## src/rtl/task_six_pkg.sv

```systemverilog
// Shared types and constants for the registered two-digit BCD adder (task_six).
package task_six_pkg;

  localparam logic [3:0] BCD_MAX  = 4'd9;
  localparam logic [4:0] BCD_BASE = 5'd10;

  typedef logic [3:0] bcd_digit_t;

endpackage

```

## src/rtl/task_six_bcd_digit_add.sv

```systemverilog
// One BCD digit slice: a + b + cin, folded back into 0..9 with a decimal carry out.
module bcd_digit_add
  import task_six_pkg::*;
(
  input  bcd_digit_t a_i,
  input  bcd_digit_t b_i,
  input  logic       cin_i,
  output bcd_digit_t digit_o,
  output logic       cout_o
);

  logic [4:0] sum_raw;
  logic [4:0] sum_adj;

  always_comb begin
    sum_raw = {1'b0, a_i} + {1'b0, b_i} + {4'b0000, cin_i};
    sum_adj = sum_raw - BCD_BASE;
    if (sum_raw >= BCD_BASE) begin
      digit_o = sum_adj[3:0];
      cout_o  = 1'b1;
    end else begin
      digit_o = sum_raw[3:0];
      cout_o  = 1'b0;
    end
  end

endmodule

```

## src/rtl/task_six.sv

```systemverilog
// Registered two-digit BCD adder with one-cycle latency.
// Define TASK_SIX_ERR_EN to add the bcd_err port and invalid-digit squashing.
module task_six
  import task_six_pkg::*;
#(
  parameter int DIGIT_W = 4
) (
  input  logic               clk,
  input  logic               rst,
  input  logic               in_valid,
  input  logic [DIGIT_W-1:0] a_tens,
  input  logic [DIGIT_W-1:0] a_ones,
  input  logic [DIGIT_W-1:0] b_tens,
  input  logic [DIGIT_W-1:0] b_ones,
  output logic               out_valid,
  output logic [DIGIT_W-1:0] sum_hund,
  output logic [DIGIT_W-1:0] sum_tens,
  output logic [DIGIT_W-1:0] sum_ones
`ifdef TASK_SIX_ERR_EN
  ,
  output logic               bcd_err
`endif
);

  // Handshake: in_valid qualifies the operand digits at a rising edge; out_valid
  // follows one cycle later. There is no backpressure, so every valid sample
  // produces exactly one result on the following cycle.

  bcd_digit_t ones_digit, tens_digit;
  logic       ones_cout, tens_cout;

  logic       valid_q, valid_d;
  bcd_digit_t hund_q, hund_d;
  bcd_digit_t tens_q, tens_d;
  bcd_digit_t ones_q, ones_d;

  bcd_digit_add u_ones (
    .a_i     (a_ones),
    .b_i     (b_ones),
    .cin_i   (1'b0),
    .digit_o (ones_digit),
    .cout_o  (ones_cout)
  );

  bcd_digit_add u_tens (
    .a_i     (a_tens),
    .b_i     (b_tens),
    .cin_i   (ones_cout),
    .digit_o (tens_digit),
    .cout_o  (tens_cout)
  );

`ifdef TASK_SIX_ERR_EN
  logic err_q, err_d;
  logic bad_digit;

  assign bad_digit = (a_tens > BCD_MAX) || (a_ones > BCD_MAX) ||
                     (b_tens > BCD_MAX) || (b_ones > BCD_MAX);
`endif

  always_comb begin
    valid_d = in_valid;
    hund_d  = hund_q;
    tens_d  = tens_q;
    ones_d  = ones_q;
`ifdef TASK_SIX_ERR_EN
    err_d   = err_q;
`endif
    if (in_valid) begin
      hund_d = {3'b000, tens_cout};
      tens_d = tens_digit;
      ones_d = ones_digit;
`ifdef TASK_SIX_ERR_EN
      // A sample with any non-BCD digit yields a zero result and raises the flag.
      err_d = bad_digit;
      if (bad_digit) begin
        hund_d = '0;
        tens_d = '0;
        ones_d = '0;
      end
`endif
    end
  end

  always_ff @(posedge clk or posedge rst) begin
    if (rst) begin
      valid_q <= 1'b0;
      hund_q  <= '0;
      tens_q  <= '0;
      ones_q  <= '0;
`ifdef TASK_SIX_ERR_EN
      err_q   <= 1'b0;
`endif
    end else begin
      valid_q <= valid_d;
      hund_q  <= hund_d;
      tens_q  <= tens_d;
      ones_q  <= ones_d;
`ifdef TASK_SIX_ERR_EN
      err_q   <= err_d;
`endif
    end
  end

  assign out_valid = valid_q;
  assign sum_hund  = hund_q;
  assign sum_tens  = tens_q;
  assign sum_ones  = ones_q;
`ifdef TASK_SIX_ERR_EN
  assign bcd_err   = err_q;
`endif

endmodule

```

## config.mk

```make
export PLATFORM = sky130hd
export DESIGN_NAME = task_six
export DESIGN_NICKNAME = d
export VERILOG_FILES = /design/src/rtl/task_six_pkg.sv /design/src/rtl/task_six_bcd_digit_add.sv /design/src/rtl/task_six.sv
export SDC_FILE = /design/constraint.sdc
export NUM_CORES = 1
export LEC_CHECK = 0
export BUFFER_PORTS_ARGS = -buffer_cell sky130_fd_sc_hd__buf_4
export CAP_MARGIN = 20
export CORE_ASPECT_RATIO = 0.8
export CORE_UTILIZATION = 45
export CTS_CLUSTER_DIAMETER = 30
export DETAILED_ROUTE_END_ITERATION = 6
export GPL_ROUTABILITY_DRIVEN = 0
export PLACE_DENSITY = 0.75
export RECOVER_POWER = 100
export REMOVE_ABC_BUFFERS = 1
export SETUP_SLACK_MARGIN = 0.15
export SYNTH_ARGS = -nofsm -noshare
export SYNTH_HDL_FRONTEND = slang
export SYNTH_SLANG_ARGS = --single-unit
export TNS_END_PERCENT = 20
```

## constraint.sdc

```tcl
create_clock -name clk -period 0.9 [get_ports clk]
set_input_delay 0.18 -clock clk [delete_from_list [all_inputs] [get_ports clk]]
set_output_delay 0.18 -clock clk [all_outputs]
set_load 0.05 [all_outputs]
```

==> summary.md <==
| Metric | Value |
|---|---|
| Avg Cell Area, Syn | `9.21 um2` |
| Hold Path Class | `input pin to async pin` |
| Cts bufs inserted | `3` |
| Routed WL | `3.04 mm` |
| Global routing usage on met2 | `45.9%` |
| Core area | `0.00194 mm2` |
| Worst EP required | `1.08 ns` |
| Placed instance area | `0.00145 mm2` |
| Cell area after synthesis | `967 um2` |
| Leakage power | `0.785 nW` |
| Area contributors post-synth | `dfrtp_1 (26%), ha_1 (12%), fa_1 (6.2%), inv_1 (3.9%), nor2_1 (3.5%)` |
| Tcrit/Tclk final | `401%` |
| Post-synth ARST share | `100%` |
| Post-route minimum period | `3.61 ns` |
| Met1 Use GR | `33.5%` |
| Die X | `53.8 um` |
| Outcome | `finished with violations` |
| Row cnt | `14` |
| # nets final | `206` |
| Post-synth EDFFs | `0` |
| IO Count | `32` |
| Layout cell share with drive strength beyond 1 | `55.7%` |
| Final ANT Viol Nets | `0` |
| Synth Register Bits | `10` |
| Clock slew at reported path FFs | `0.07 ns` |
| Post-Syn Instances | `105` |
| Clock latency at the later pin of the worst-skew pair | `0.27 ns` |
| Clock Skew | `0 ns` |
| Violated checks | `negative hold slack, negative setup slack` |
| Worst EP arrival | `3.78 ns` |
| Clock buffer depth | `2` |
| Seq/Total Area, Yosys | `25.9%` |
| Final hold slack | `-0.113 ns` |
| # Max-Cap Violations | `0` |
| Vias per cell | `5.44` |
| Area grow syn2layout | `69.5%` |
| Die Area | `0.00234 mm2` |
| Antenna cell count | `0` |
| Synth cell types | `42` |
| Synth cell count leaders | `dfrtp_1 (10), inv_1 (10), ha_1 (9), nor2_1 (9), a21oi_1 (6)` |
| Pwr Total | `3.09 mW` |
| Die span in y | `43.5 um` |
| Initial antenna violation count | `0` |
| Most used DFF post-synth | `dfrtp_1` |
| Sink Count | `10` |
| Sequential cell area | `250 um2` |
| Crit-path cells | `buf_6, ha_4, fa_2, xnor2_2, ha_2, inv_2, a31oi_4, o21bai_2, a21o_2, fa_2, inv_2, fa_2, ha_4, buf_4, nor3b_2, a21oi_1, or3_1, a31oi_1` |
| CP max stage delay | `0.46 ns` |
| Vias in the first global route | `1,033` |
| H-tree Lvls | `1` |
| P per Cell Area | `1880 mW/mm2` |
| Worst setup SP type | `input pin` |
| Crit Path Max Fanout | `4` |
| Clock Tree Root | `clkbuf_4` |
| First-pass GRT wire length | `4.40 mm` |
| Grt total ovfl | `0` |
| Fin. Hold Viols | `10` |
| CTS tree | `built` |
| Vias | `1,078` |
| Wire per inst | `15.3 um` |
| Warning count from the yosys run | `0` |
| Finished Cell Area | `0.00164 mm2` |
| Synth top area share | `25.9%` |
| Final core utilization | `84.3%` |
| DP Worst Slack | `-3.19 ns` |
| WS Path Type | `input pin to flop` |
| Initial Utilization | `49.7%` |
| Pre-antenna DRT Iters | `4` |
| Buffers on Ports | `28` |
| Peak VDD IR | `1.59 mV` |
| Unrepaired setup endpoints after global routing | `true` |
| Synth area leader | `dfrtp_1` |
| Tot GR Track Use | `26.3%` |
| DRC marker count from the first detailed-route iteration | `41` |
| # DRC | `0` |
| DP Wirelength | `2.17 mm` |
| Most frequent CP cell | `fa_2` |
| Fillers | `113` |
| Setup ws final | `-2.71 ns` |
| Largest net degree at the start of global routing | `12` |
| CP max stage cell | `fa_2` |
| Area of the multi-input gates | `731 um2` |
| Setup-failing EPs final | `18` |
| Pins Over Slew Limit | `0` |
| Max Clk Rate | `0.277 GHz` |
| Gr busiest metal | `met2` |
| M3 GR Usage | `4.91%` |
| Critical path capture point type | `flop` |
[cells by family (layout without fill, tap and decap cells)]
kind of cell / count (synthesis) / count (layout) / share of synthesized area [%]
AOI/OAI and AO/OA: 34 / 34 / 27.4
and+or+nand+nor: 28 / 28 / 14.9
buffers and inverters: 15 / 82 / 6.99
adders and majority gates: 12 / 12 / 17.9
DFF: 10 / 10 / 25.9
xor gates and xnor gates: 3 / 3 / 4.27
muxes: 2 / 2 / 2.33
other: 1 / 3 / 0.388
[report_power, final]
group	switching, mW	total, mW	leakage (nW)	internal [mW]
combinational	1.10	2.03	0.648	0.937
sequential	0.0798	0.636	0.116	0.557
clock	0.170	0.416	0.0210	0.246
[area by class of cell]
class	instances	area share, %
clock buffers	4	2.21
inverters	10	2.44
multi-input cells	82	44.6
flip-flops and latches	10	15.3
well taps	24	1.83
repair buffers	68	33.7
[worst max-delay path: cells and delay by family]
kind | cells | cell delay (ns)
AO/OA/AOI/OAI | 5 | 0.80
XOR/XNOR | 1 | 0.19
buffers and inverters | 4 | 0.37
AND/OR/NAND/NOR | 2 | 0.52
adder cells (fa/ha/maj) | 6 | 1.75
[timing repair]
| item | CTS | global route |
|---|---|---|
| setup endpoints to repair | 19 | 19 |
| cloned | 0 | 0 |
| hold endpoints to repair | 10 | 10 |
| buffers inserted | 2 | 3 |
| gates resized for setup | 28 | 6 |
| pin swaps | 19 | 12 |
[flip-flops by register name (all words and copies together) (netlist names)]
register	count
out_valid	1
sum_hund	1
sum_ones	4
sum_tens	4
[layout by cell type, fill, tap and decap left out, drive strengths merged, types with 2 or more instances in the layout]
cell type,instances
buf,66
dfrtp,10
inv,10
nor2,9
ha,9
o21ai,7
a21oi,6
clkbuf,6
a31oi,5
nand2,4
nand3,4
or3,3
fa,3
conb,3
a211oi,2
nor3b,2
nor3,2
a21o,2
xnor2,2
o21bai,2
mux2,2
[metal layers]
metal | vias up | wire length [um]
met5 | - | 0
met4 | 0 | 33
met3 | 4 | 171
met2 | 46 | 1540
met1 | 508 | 1290
li1 | 520 | -
[path summary, 6_finish.rpt]
check                                         from                 endpoint  slack [ns]  cells after the start
setup reg to reg           sum_ones[2]$_DFFE_PP0P_  sum_ones[2]$_DFFE_PP0P_       -0.09                      2
max in group asynchronous                      rst  sum_tens[0]$_DFFE_PP0P_        0.74                      2
setup / recovery                         b_ones[0]  sum_tens[3]$_DFFE_PP0P_       -2.71                     18
hold / removal                                 rst  sum_hund[0]$_DFFE_PP0P_       -0.11                      2
hold reg to reg            sum_ones[0]$_DFFE_PP0P_  sum_ones[0]$_DFFE_PP0P_        0.56                      1
min in group clk                          in_valid  sum_tens[0]$_DFFE_PP0P_        0.30                      3
[stage by stage]
| step | cells | hold slack, ns | TNS [ns] |
|---|---|---|---|
| 2_1_floorplan | 102 | 0.0202 | -17.00 |
| 3_3_place_gp | 189 | 0.178 | -17.69 |
| 3_5_place_dp | 189 | 0.186 | -18.93 |
| 4_1_cts | 195 | -0.101 | -15.80 |
| 5_1_grt | 198 | -0.0767 | -16.84 |
| 6_report | 198 | -0.113 | -15.88 |
No activity file was read; power rests on OpenSTA's default activity.
